### src/rtl/stopwatch_ctrl_pkg.sv
// Shared types and constants for the stopwatch controller slice.
package stopwatch_pkg;

  typedef enum logic [1:0] {
    ST_IDLE  = 2'd0,
    ST_RUN   = 2'd1,
    ST_PAUSE = 2'd2
  } state_t;

  localparam logic [3:0]  BCD_MAX      = 4'd9;
  localparam int unsigned DEF_TICK_DIV = 50_000_000;

  // Value a BCD digit takes after an optional increment (9 wraps to 0).
  function automatic logic [3:0] bcd_next(input logic [3:0] d, input logic en);
    if (!en)
      return d;
    return (d == BCD_MAX) ? 4'd0 : d + 4'd1;
  endfunction

endpackage

### src/rtl/stopwatch_ctrl_if.sv
// Button inputs and display/status outputs of the stopwatch controller.
interface stopwatch_ctrl_if;
  logic       start_stop;
  logic       clear;
  logic       lap;
  logic [3:0] digit0;
  logic [3:0] digit1;
  logic       running;
  logic       tick;
  logic       wrap;
  logic       lap_active;

  modport master (
    output start_stop, clear, lap,
    input  digit0, digit1, running, tick, wrap, lap_active
  );

  modport slave (
    input  start_stop, clear, lap,
    output digit0, digit1, running, tick, wrap, lap_active
  );
endinterface

### src/rtl/stopwatch_ctrl_bcd_digit_sync.sv
// Single synchronous BCD digit (0..9) with clear, enable and carry-out.
module bcd_digit_sync
  import stopwatch_pkg::*;
(
  input  logic       fastclock,
  input  logic       resetn,
  input  logic       clr,
  input  logic       en,
  output logic [3:0] q,
  output logic       co
);

  always_ff @(posedge fastclock) begin
    if (!resetn)
      q <= '0;
    else if (clr)
      q <= '0;
    else
      q <= bcd_next(q, en);
  end

  assign co = en & (q == BCD_MAX);

endmodule

### src/rtl/stopwatch_ctrl.sv
// Start/pause/clear stopwatch: prescaler, two BCD digits, registered status.
// Optional lap freeze enabled by defining STOPWATCH_LAP_EN.
module stopwatch_ctrl
  import stopwatch_pkg::*;
#(
  parameter int unsigned TICK_DIV = DEF_TICK_DIV,
  parameter int unsigned PRE_W    = 26
) (
  input  logic             fastclock,
  input  logic             resetn,
  stopwatch_ctrl_if.slave  sw
);

  localparam logic [PRE_W-1:0] PRE_LAST = PRE_W'(TICK_DIV - 1);

  state_t           state, state_nxt;
  logic [PRE_W-1:0] pre, pre_nxt;
  logic             ss_q, ss_rise;
  logic             inc;
  logic [3:0]       units, tens, u_nxt, t_nxt;
  logic             u_co, t_co;
  logic             lap_act, lap_act_nxt;
  logic [3:0]       disp0_nxt, disp1_nxt;
  logic [3:0]       digit0_q, digit1_q;
  logic             running_q, tick_q, wrap_q;

  always_comb begin
    ss_rise   = sw.start_stop & ~ss_q;
    state_nxt = state;
    pre_nxt   = pre;
    inc       = 1'b0;
    if (sw.clear) begin
      state_nxt = ST_IDLE;
      pre_nxt   = '0;
    end else begin
      case (state)
        ST_IDLE: begin
          if (ss_rise) begin
            state_nxt = ST_RUN;
            pre_nxt   = '0;
          end
        end
        ST_RUN: begin
          // A pause on the terminal count still lets that increment land.
          if (pre == PRE_LAST) begin
            pre_nxt = '0;
            inc     = 1'b1;
          end else begin
            pre_nxt = pre + PRE_W'(1);
          end
          if (ss_rise)
            state_nxt = ST_PAUSE;
        end
        ST_PAUSE: begin
          if (ss_rise)
            state_nxt = ST_RUN;
        end
        default: begin
          state_nxt = ST_IDLE;
          pre_nxt   = '0;
        end
      endcase
    end
  end

  bcd_digit_sync u_units (
    .fastclock (fastclock),
    .resetn    (resetn),
    .clr       (sw.clear),
    .en        (inc),
    .q         (units),
    .co        (u_co)
  );

  bcd_digit_sync u_tens (
    .fastclock (fastclock),
    .resetn    (resetn),
    .clr       (sw.clear),
    .en        (u_co),
    .q         (tens),
    .co        (t_co)
  );

  // Post-edge count, so displayed digits and lap snapshot match the counters.
  assign u_nxt = sw.clear ? 4'd0 : bcd_next(units, inc);
  assign t_nxt = sw.clear ? 4'd0 : bcd_next(tens, u_co);

`ifdef STOPWATCH_LAP_EN
  logic       lap_q, lap_rise;
  logic [3:0] snap0, snap1, snap0_nxt, snap1_nxt;

  always_comb begin
    lap_rise    = sw.lap & ~lap_q;
    lap_act_nxt = lap_act;
    snap0_nxt   = snap0;
    snap1_nxt   = snap1;
    if (sw.clear) begin
      lap_act_nxt = 1'b0;
    end else if (lap_rise) begin
      if (!lap_act && state == ST_RUN) begin
        lap_act_nxt = 1'b1;
        snap0_nxt   = u_nxt;
        snap1_nxt   = t_nxt;
      end else if (lap_act && (state == ST_RUN || state == ST_PAUSE)) begin
        lap_act_nxt = 1'b0;
      end
    end
  end

  always_ff @(posedge fastclock) begin
    if (!resetn) begin
      lap_q <= 1'b1;
      snap0 <= '0;
      snap1 <= '0;
    end else begin
      lap_q <= sw.lap;
      snap0 <= snap0_nxt;
      snap1 <= snap1_nxt;
    end
  end

  assign disp0_nxt = lap_act_nxt ? snap0_nxt : u_nxt;
  assign disp1_nxt = lap_act_nxt ? snap1_nxt : t_nxt;
`else
  assign lap_act_nxt = 1'b0;
  assign disp0_nxt   = u_nxt;
  assign disp1_nxt   = t_nxt;
`endif

  always_ff @(posedge fastclock) begin
    if (!resetn) begin
      state     <= ST_IDLE;
      pre       <= '0;
      ss_q      <= 1'b1;
      lap_act   <= 1'b0;
      digit0_q  <= '0;
      digit1_q  <= '0;
      running_q <= 1'b0;
      tick_q    <= 1'b0;
      wrap_q    <= 1'b0;
    end else begin
      state     <= state_nxt;
      pre       <= pre_nxt;
      ss_q      <= sw.start_stop;
      lap_act   <= lap_act_nxt;
      digit0_q  <= disp0_nxt;
      digit1_q  <= disp1_nxt;
      running_q <= (state_nxt == ST_RUN);
      tick_q    <= inc;
      wrap_q    <= u_co & (tens == BCD_MAX);
    end
  end

  assign sw.digit0     = digit0_q;
  assign sw.digit1     = digit1_q;
  assign sw.running    = running_q;
  assign sw.tick       = tick_q;
  assign sw.wrap       = wrap_q;
  assign sw.lap_active = lap_act;

  logic unused_t_co;
  assign unused_t_co = t_co;

endmodule

### src/flat_wrapper.sv
// flat-port wrapper written by rule: the top's interface ports become plain ports
module stopwatch_ctrl_flat import stopwatch_pkg::*;
#(
  parameter int unsigned TICK_DIV = DEF_TICK_DIV,
  parameter int unsigned PRE_W    = 26
)
  (fastclock, resetn, sw_start_stop, sw_clear, sw_lap, sw_digit0, sw_digit1, sw_running, sw_tick, sw_wrap, sw_lap_active);
  stopwatch_ctrl_if sw_i ();
  input  logic fastclock;
  input  logic resetn;
  input wire logic [$bits(sw_i.start_stop)-1:0] sw_start_stop;
  input wire logic [$bits(sw_i.clear)-1:0] sw_clear;
  input wire logic [$bits(sw_i.lap)-1:0] sw_lap;
  output wire logic [$bits(sw_i.digit0)-1:0] sw_digit0;
  output wire logic [$bits(sw_i.digit1)-1:0] sw_digit1;
  output wire logic [$bits(sw_i.running)-1:0] sw_running;
  output wire logic [$bits(sw_i.tick)-1:0] sw_tick;
  output wire logic [$bits(sw_i.wrap)-1:0] sw_wrap;
  output wire logic [$bits(sw_i.lap_active)-1:0] sw_lap_active;
  assign sw_i.start_stop = sw_start_stop;
  assign sw_i.clear = sw_clear;
  assign sw_i.lap = sw_lap;
  assign sw_digit0 = sw_i.digit0;
  assign sw_digit1 = sw_i.digit1;
  assign sw_running = sw_i.running;
  assign sw_tick = sw_i.tick;
  assign sw_wrap = sw_i.wrap;
  assign sw_lap_active = sw_i.lap_active;
  stopwatch_ctrl #(.TICK_DIV(TICK_DIV), .PRE_W(PRE_W)) u_core (.fastclock(fastclock), .resetn(resetn), .sw(sw_i));
endmodule
### config.mk
export PLATFORM = sky130hd
export DESIGN_NAME = stopwatch_ctrl_flat
export DESIGN_NICKNAME = d
export VERILOG_FILES = /design/src/rtl/stopwatch_ctrl_pkg.sv /design/src/rtl/stopwatch_ctrl_if.sv /design/src/rtl/stopwatch_ctrl_bcd_digit_sync.sv /design/src/rtl/stopwatch_ctrl.sv /design/src/flat_wrapper.sv
export SDC_FILE = /design/constraint.sdc
export NUM_CORES = 1
export LEC_CHECK = 0
export CAP_MARGIN = 20
export CORE_MARGIN = 2
export CORE_UTILIZATION = 31
export CTS_CLUSTER_SIZE = 14
export DETAILED_ROUTE_END_ITERATION = 8
export MAX_ROUTING_LAYER = met4
export PLACE_DENSITY_LB_ADDON = 0.15
export SYNTH_ARGS = -nofsm -noshare
export SYNTH_HDL_FRONTEND = slang
export SYNTH_SLANG_ARGS = --single-unit
### constraint.sdc
create_clock -name fastclock -period 3.9 [get_ports fastclock]
set_input_delay 0.39 -clock fastclock [delete_from_list [all_inputs] [get_ports fastclock]]
set_output_delay 0.39 -clock fastclock [all_outputs]
set_load 0.01 [all_outputs]
==> flow_summary.json <==
{
  "nNetsFinal": 287,
  "cts_resized": 0,
  "finalClockSkew_ns": 0.009940,
  "power.total_w": 0.0008994,
  "gp_congestion": 0.7911,
  "crit_fanout": 12,
  "syn_area_um2": 2241,
  "ys_ff_latch": 48,
  "status": "finished, final reports clean",
  "die_y_um": 89.02,
  "gr-usage-all-layers": 0.1411,
  "critPathRequiredTime_ns": 4.09,
  "cts_sinks": 48,
  "worst_pin_slew_ns": 0.7573,
  "synthArstFlopShare": 0,
  "setup.worst_path.class": "reg -> reg",
  "layout_commonest_cell": "dfxtp_1",
  "drt_pass1_iterations": 4,
  "die_area_um2": 7925,
  "pwr_density_cell_nw_per_um2": 347.7,
  "cp.arrival_ns": 2.76,
  "antenna_found_initial": 0,
  "holdBufCountCts": 0,
  "synth-edff-count": 0,
  "fin_area_um2": 2586,
  "yosys_warnings": 0,
  "syn_nets": 272,
  "drv_slew": 0,
  "grt_max_degree": 24,
  "synthCells": 266,
  "layout-drive-gt1-share": 0.08156,
  "overflow": 0,
  "cts_buffer_depth": 2,
  "wire_per_inst_um": 13.33,
  "syn_to_final_growth_pct": 15.41,
  "clk_latency_ns": 0.30,
  "final_util": 0.3745,
  "hold_viol_final": 0,
  "ir_drop_v": 0.0002087,
  "hold_class": "reg -> reg",
  "synth_top_area_cell": "dfxtp_1",
  "dpl_cell_area_um2": 2465,
  "leakagePower_nw": 0.7833,
  "grt_pass1_vias": 1784,
  "drtIter0Drc": 123,
  "crit_start": "u_core.pre[0]$_SDFFE_PP0P_",
  "r2r_setup_slack_ns": 1.33,
  "period_share": 0.6578,
  "startpoint_type": "flop",
  "synth.top_cell.area_share": 0.4288,
  "rr_worst_depth": 6,
  "ios": 17,
  "clock.fmax_ghz": 0.3898,
  "postRouteWirelength_um": 5038,
  "tns_ns": 0,
  "port_buffers": 14,
  "syn-mean-instance-area_um2": 8.424,
  "core_region_area_um2": 6907,
  "r2r-end": "u_core.pre[8]$_SDFFE_PP0P_",
  "num_vias": 1946,
  "antenna_left": 0,
  "grt_setup_unrepaired": "no",
  "hpwl_um": 3513,
  "start_util": 0.3245,
  "critPathCaptureType": "flop",
  "final_cell_mix": "48 x dfxtp_1, 27 x nand2_1, 24 x nor2_1, 22 x a21oi_1, 17 x nand3_1",
  "ys.flop_type": "dfxtp_1",
  "die_w_um": 89.02,
  "grt_pass1_wl_um": 8493,
  "cts.htree.levels": 2,
  "cts_buffers": 5,
  "max_cap_violations": 0,
  "cts_tree": "yes",
  "critPathCapture": "u_core.pre[8]$_SDFFE_PP0P_",
  "r2r_start": "u_core.pre[0]$_SDFFE_PP0P_",
  "num_rows": 30,
  "synth.top_cells.by_area": "dfxtp_1 43%, a21oi_1 4.9%, nand2_1 4.5%",
  "cts_setup_buffers": 0,
  "avgViaCountPerCell": 5.148,
  "min_period_ns": 2.565,
  "seq_area_frac_synth": 0.4288,
  "setup_violations": 0,
  "ys_types": 48,
  "root_buffer": "clkbuf_8",
  "clkTransAtPathRegs_ns": 0.09,
  "antenna_cells": 0,
  "drc_errors": 0,
  "relSlewSlack": 0.4883
}
power breakdown:
group / switching (W) / internal (W)
sequential: 0.000000836 / 0.000491
combinational: 0.0000151 / 0.00000812
clock: 0.000175 / 0.000210
metal layers:
metal,share of wire,GRT usage
met2,0.45,0.2069
met4,0.014,0.04613
met1,0.52,0.1952
met5,0,-
met3,0.025,0.02770
per-stage QoR:
step | setup WS [ns] | std cells | hold WS, ns
finish | 1.335 | 378 | 0.5009
global route | 1.107 | 378 | 0.5237
CTS | 1.285 | 378 | 0.4959
detailed placement | 1.222 | 370 | 0.4705
global placement | 1.250 | 370 | 0.4653
floorplan | 1.795 | 266 | 0.4474
Yosys cell counts, types with 2 or more instances:
library cell and number:
nand4_1 13, nand2b_1 7, nor2b_1 2, buf_6 2, or3_1 10, and3_1 2, clkbuf_1 2, buf_2 3
or4_1 4, nand2_1 27, xnor2_1 2, o21ai_0 12, nor3_1 7, a31oi_1 13, nor4_1 3, or4_4 2
and4_1 3, nand3b_1 2, xor2_1 4, dfxtp_1 48, mux2i_1 4, nor2_1 24, nand3_1 17, inv_1 8
a21oi_1 22
critical path: stages (launching register included):
cell	delay [ns]
dfxtp_1	0.40
ha_1	0.20
nand3_1	0.29
or4b_1	0.75
o21ai_2	0.49
nor3_1	0.10
a211o_1	0.23
kinds of logic after synthesis:
logic type      after synthesis  synth area share
mux                           4           0.01787
other cells                   1          0.001673
flops                        48            0.4288
simple gates                133            0.3356
buf+inv                      18           0.04467
fa+ha+maj                     1          0.005583
xor+xnor                      6           0.02345
compound gates               55            0.1424
worst min-delay path by stage:
| stage | start | cells past startpoint | slack (ns) | end |
|---|---|---|---|---|
| after floorplan | u_core.pre[14]$_SDFFE_PP0P_ | 1 | 0.45 | u_core.pre[14]$_SDFFE_PP0P_ |
| after global placement | u_core.pre[15]$_SDFFE_PP0P_ | 1 | 0.47 | u_core.pre[15]$_SDFFE_PP0P_ |
| after detailed placement | u_core.pre[15]$_SDFFE_PP0P_ | 1 | 0.47 | u_core.pre[15]$_SDFFE_PP0P_ |
| after CTS | u_core.pre[15]$_SDFFE_PP0P_ | 1 | 0.50 | u_core.pre[15]$_SDFFE_PP0P_ |
| after global routing | u_core.pre[15]$_SDFFE_PP0P_ | 1 | 0.52 | u_core.pre[15]$_SDFFE_PP0P_ |
| final | u_core.pre[6]$_SDFFE_PP0P_ | 2 | 0.50 | u_core.pre[6]$_SDFFE_PP0P_ |
flip-flops by register name, summed over array words and instances (netlist names):
| register | cells |
|---|---|
| u_core.pre | 26 |
| u_core.sw.digit0 | 4 |
| u_core.sw.digit1 | 4 |
| u_core.u_tens.q | 4 |
| u_core.u_units.q | 4 |
| u_core.state | 2 |
| u_core.ss_q | 1 |
| u_core.sw.running | 1 |
| u_core.sw.tick | 1 |
| u_core.sw.wrap | 1 |
area by class of cell:
cell class | count | area (µm²)
Fill cell | 739 | 4320
Multi-Input combinational cell | 200 | 1184
Sequential cell | 48 | 960.9
Timing Repair Buffer | 18 | 170.2
Tap cell | 96 | 120.1
Clock buffer | 6 | 82.58
Clock inverter | 2 | 38.79
Inverter | 8 | 30.03
No activity file was read; power rests on OpenSTA's default activity.
